File: src/rtl/mult_arb_ctrl.sv
// Two-requester round-robin arbiter and sequencer for a shared 8-bit shift-add multiplier.
// One job: LOAD, then 8 ADD/SHIFT pairs, then a one-cycle DONE back to the owner.
module mult_arb_ctrl (
  input  logic       Clk,
  input  logic       Reset,
  input  logic       Req0,
  input  logic       Req1,
  input  logic       M,
  output logic       Grant0,
  output logic       Grant1,
  output logic       Sel,
  output logic       Clr_Ld,
  output logic       Clear_A,
  output logic       Add,
  output logic       Sub,
  output logic       Shift,
  output logic       Done0,
  output logic       Done1,
  output logic       Busy,
  output logic [2:0] state_dbg
);

  // Handshake: a requester holds Req high until its one-cycle Done pulse; Grant/Sel mark
  // datapath ownership for the whole job, and Req changes inside a job are not looked at.
  localparam logic [2:0] IDLE  = 3'd0;
  localparam logic [2:0] LOAD  = 3'd1;
  localparam logic [2:0] ADD   = 3'd2;
  localparam logic [2:0] SHIFT = 3'd3;
  localparam logic [2:0] DONE  = 3'd4;

  logic [2:0] state;
  logic [2:0] state_nxt;
  logic [2:0] cnt;
  logic       last;
  logic       owner;
  logic       any_req;

  assign any_req = Req0 | Req1;

  always_comb begin
    state_nxt = state;
    case (state)
      IDLE:    if (any_req) state_nxt = LOAD;
      LOAD:    state_nxt = ADD;
      ADD:     state_nxt = SHIFT;
      SHIFT:   state_nxt = (cnt == 3'd7) ? DONE : ADD;
      DONE:    state_nxt = IDLE;
      default: state_nxt = IDLE;
    endcase
  end

  always_ff @(posedge Clk) begin
    if (Reset) begin
      state <= IDLE;
      cnt   <= 3'd0;
      last  <= 1'b1;
      owner <= 1'b0;
    end else begin
      state <= state_nxt;
      case (state)
        // On contention the requester not served last wins.
        IDLE:  if (any_req) owner <= (Req0 & Req1) ? ~last : Req1;
        LOAD:  cnt <= 3'd0;
        SHIFT: if (cnt != 3'd7) cnt <= cnt + 3'd1;
        DONE:  last <= owner;
        default: ;
      endcase
    end
  end

  assign Busy      = (state != IDLE);
  assign Grant0    = Busy & ~owner;
  assign Grant1    = Busy & owner;
  assign Sel       = Busy & owner;
  assign Clr_Ld    = (state == LOAD);
  assign Clear_A   = (state == LOAD);
  // The last partial product carries the multiplier sign, so it is subtracted.
  assign Add       = (state == ADD) & M;
  assign Sub       = (state == ADD) & (cnt == 3'd7) & M;
  assign Shift     = (state == SHIFT);
  assign Done0     = (state == DONE) & ~owner;
  assign Done1     = (state == DONE) & owner;
  assign state_dbg = state;

endmodule

File: config.mk
export PLATFORM = sky130hd
export DESIGN_NAME = mult_arb_ctrl
export DESIGN_NICKNAME = d
export VERILOG_FILES = /design/src/rtl/mult_arb_ctrl.sv
export SDC_FILE = /design/constraint.sdc
export NUM_CORES = 1
export LEC_CHECK = 0
export CAP_MARGIN = 0
export CORE_AREA = 2 2 39 41
export DETAILED_ROUTE_END_ITERATION = 12
export DIE_AREA = 0 0 41 43
export GPL_TIMING_DRIVEN = 0
export PLACE_DENSITY = 0.59
export SLEW_MARGIN = 20
export SYNTH_ARGS = -nofsm -noshare
export SYNTH_HDL_FRONTEND = slang
export SYNTH_SLANG_ARGS = --single-unit
File: constraint.sdc
create_clock -name Clk -period 2.9 [get_ports Clk]
set_input_delay 0.58 -clock Clk [delete_from_list [all_inputs] [get_ports Clk]]
set_output_delay 0.58 -clock Clk [all_outputs]
set_load 0.02 [all_outputs]
# == Yosys cells after proc, flatten, opt, wreduce, memory -nomap -nowiden ==
# Cells that the tools add are included.
# totals
register_bits,8
inputBits,5
output_inout_bits,14
# classes
add_sub_neg,1
eq_ne,8
mux,6
bitwise_logic,11
n_reduce_logical,5
# op_table
operator,count
$pmux W3 S4,1
$mux W3,3
$and A1 B1 Y1,8
$eq A3 B2 Y1 const B,2
$eq A3 B3 Y1 const B,2
$pmux W3 S2,1
$reduce_and A2 Y1,2
$add A3 B1 Y3 const B,1
$eq A3 B1 Y1 const B,1
$logic_not A3 Y1,1
$ne A3 B3 Y1 const B,1
$reduce_bool A3 Y1,1
$ne A2 B1 Y1 const B,1
$ne A2 B2 Y1 const B,1
$not A1 Y1,2
$reduce_bool A2 Y1,1
$mux W1,1
$or A1 B1 Y1,1

# == Longest topological paths before layout ==
# logic_depth
depth_word,3
depth_mapped,5

# == Least setup slack after synthesis ==
# OpenSTA, ideal clock, no wires.
# synth_timing
path_kind,reg2out
startpoint,"reg state[1], in the netlist state_dbg[1]"
endpoint,out Sub
arrival_ns,1.469
required_ns,2.320
setup_slack_ns,0.851
path_stages_with_launch,4
cell_sequence,dfxtp_1 -> nand2_1 -> nor3_1 -> and2_1
# synth_between
elab_chain_cells,3
# synth_lines
item,line,text
from (decl),31,logic [2:0] state;
from (signal assigned),59,state <= state_nxt;
$eq A3 B2 Y1,79,assign Sub = (state == ADD) & (cnt == 3'd7) & M;
$and A1 B1 Y1 (2 in series),79,
to (decl),15,"output logic Sub,"
# Every way passes these cells.

# == Final worst setup path ==
# layout_timing
startpoint,in M
endpoint,out Sub
# layout_between
elab_chain_cells,1
# layout_lines
item,line,text
from (decl),8,"input logic M,"
$and A1 B1 Y1,79,
# Every way passes these cells.

==> key figures <==
Status
  • Status: finished clean

Clocking
  • Clk Latency, worst-skew pair: 260 ps
  • CTS tree: yes
  • Hold-fix buffers at CTS: 0
  • Post-CTS sizing: 0
  • Root Buffer: clkbuf_4
  • CTS Buf Count: 3
  • Clock Tree Buf Depth: 2
  • Clock Pin Slew Worst Setup and Hold Paths: ~50 ps
  • Clock Sinks: 8
  • Number of setup buffers added after CTS: 0
  • # H-tree levels: 1

STA
  • Slew HR: 0.754
  • Sum of negative setup slack: 0 ps
  • RSZ-0062 raised after global routing: false
  • Endpoints failing setup: 0
  • Tcrit/Tclk final: 0.886
  • Max Slew Vio Count: 0
  • WHS: between 400 and 500 ps
  • Maximum clock frequency: roughly 390 MHz
  • Final hold violations: 0
  • Worst-case clock skew: ~10 ps
  • Worst slew pin tran: between 300 and 400 ps
  • Tmin final: 2570 ps

Power
  • Switching share of power: 0.292
  • Reg power frac: 0.447
  • Switching power: 0.0000796 W
  • LEAKAGE: 0.245 nW
  • Power per Cell Area: between 400 and 500 nW/µm²
  • Comb pwr share: 0.230
  • Clock power frac: 0.323
  • Int Pwr: 0.000193 W
  • Max IR drop VDD: 0.210 mV

GRT
  • Initial antenna violation count: 0
  • Number of global-route vias before repair: 340
  • First-pass GRT wire length: 1430 µm
  • Total GRT Usage: 0.123
  • Gr ovfl total: 0
  • Largest net degree at the start of global routing: 10

Placement
  • Routability cong.: 0.646
  • Post-detail-place hpwl: roughly 670 µm
  • IO Port Bufs: 17
  • Placed cells: 81

Run
  • Max Cap Viol: 0

Yosys
  • Synth top area cells: dfxtp_1 39%, ha_1 6.1%, a21oi_1 4.8%, nand2_1 4.5%, o21ai_1 3.6%
  • Flops & latches, synth: 8
  • Leading area contributor after synthesis: dfxtp_1
  • Synth top area share: 0.388
  • Synthesized area per cell: approximately 8.6 µm²
  • Post-synthesis sequential area ratio: 0.388
  • Synth cell types: 24
  • Synthesis Warnings: 0
  • Mapped Nets: 55
  • Synthesized area: 413 µm²
  • Mapped Cells: 48

Floorplan
  • Core Region: 1380 µm²
  • Die area: 1760 µm²
  • Initial Util: 0.298
  • Io pins: 19
  • Row cnt: 14
  • Die H: 43 µm
  • Die W: between 40 and 50 µm

Route
  • Final wirelength: 916 µm
  • # DRC: 0
  • DRT Pass-1 Iters: 2
  • WL per Instance: 10.9 µm
  • Post-DRT Antenna Nets: 0
  • Via count: 397
  • Via-to-Cell Ratio: 4.73
  • Initial drt markers: 9

Setup path
  • Crit path max fanout: 2
  • Worst setup path class: in -> out
  • Reg2Reg Capture Point: state_dbg[1]
  • Reg2Reg Setup Slack: 1530 ps
  • R2R Path Start: cnt[0]
  • Cell Chain, Critical Path: clkdlybuf4s50_1, nand2_1, nor3_1, and2_1, clkdlybuf4s50_1
  • Critical Path RT: 2320 ps
  • Type of origin of the critical path: primary input
  • Critical-path top delay cell: clkdlybuf4s50_1
  • CP max stage delay: 590 ps
  • CP arrival: 1990 ps
  • Worst setup path startpoint: M
  • R2R cell count: 4
  • CP endpoint kind: output port
  • Most frequent CP cell: clkdlybuf4s50_1

Min path
  • Worst hold path class: reg -> reg
  • Hold Path End: last
  • Worst hold start: last
  • Hold path depth: 1

Finish
  • Finished Layout Cells: between 80 and 90
  • Final Net Count: 77
  • Share of cells above drive strength 1: 0.132
  • Ant diodes: 0
  • Area Growth Syn to Fin: 51.5%
[flip-flops by register name, summed over array words and instances, names as in the netlist]
register,flops
cnt,3
state_dbg,3
last,1
owner,1
[synthesized netlist by cell type, drive strengths merged]
cell	count
a2111oi	1
a211o	1
a21bo	1
a21oi	4
and2	2
and3	1
and4bb	1
buf	3
dfxtp	8
ha	2
inv	2
nand2	5
nand2b	2
nand3	1
nor2	5
nor2b	1
nor3	3
nor4	1
nor4b	1
o21ai	3
[through the flow]
stage	total power [W]	util	instance area [µm²]	worst slack (ps)
floorplan	0.000157	-	413	851
global placement	0.000187	0.436	603	317
detailed placement	0.000187	0.436	603	322
CTS	0.000278	0.452	626	323
global route	0.000290	0.452	626	256
finish	0.000273	0.452	626	330
[final cells by class]
type / count / area (µm²)
fill: 151 / 758
multi-input combinational: 35 / 226
timing repair buffer: 17 / 170
sequential: 8 / 160
clock buffer: 3 / 22.5
tap: 16 / 20.0
buffer: 3 / 18.8
inverter: 2 / 7.51
[power by group through the flow]
stage	Combinational [W]	Sequential [W]	Clock (W)
final	0.0000626	0.000122	0.0000880
after global routing	0.0000676	0.000122	0.000100
after CTS	0.0000632	0.000122	0.0000928
after detailed placement	0.0000630	0.000124	0
after global placement	0.0000631	0.000124	0
after floorplan	0.0000316	0.000125	0
[layout by cell type (no fill, tap or decap), drive strengths merged]
master / synthesis / layout
nand2b: 2 / 2
a211o: 1 / 1
nor3: 3 / 3
nand3: 1 / 1
and2: 2 / 2
nor2: 5 / 5
and4bb: 1 / 1
a21bo: 1 / 1
clkbuf: 0 / 3
nand2: 5 / 5
a2111oi: 1 / 1
nor2b: 1 / 1
buf: 3 / 3
inv: 2 / 2
o21ai: 3 / 3
dfxtp: 8 / 8
ha: 2 / 2
clkdlybuf4s50: 0 / 17
and3: 1 / 1
a21oi: 4 / 4
nor4: 1 / 1
nor4b: 1 / 1
[worst max-delay path by stage]
stage | end | slack, ps | cells past startpoint
finish | Sub | 330 | 5
global route | Sub | 260 | 5
CTS | Sub | 320 | 5
detailed placement | Sub | 320 | 5
global placement | Sub | 320 | 5
floorplan | Sub | 850 | 3
[metal layers]
metal	share of wire	vias to the layer above	GRT usage	wire length [µm]
li1	-	211	-	-
met1	0.53	171	0.156	487
met2	0.40	15	0.156	369
met3	0.064	0	0.0942	59
met4	0	0	0.0400	0
met5	0	-	0	0
[worst max-delay path: cells and delay by family]
family | cells | cell delay [ps]
buf+inv | 2 | 1040
simple gates | 3 | 370
[cells by family (layout without fill, tap and decap cells)]
family / Yosys count / in the layout / share of synthesized area
compound gates: 10 / 10 / 0.155
buf+inv: 5 / 25 / 0.0636
simple gates: 23 / 23 / 0.333
flops: 8 / 8 / 0.388
fa+ha+maj: 2 / 2 / 0.0606
No activity file was read; power rests on OpenSTA's default activity.
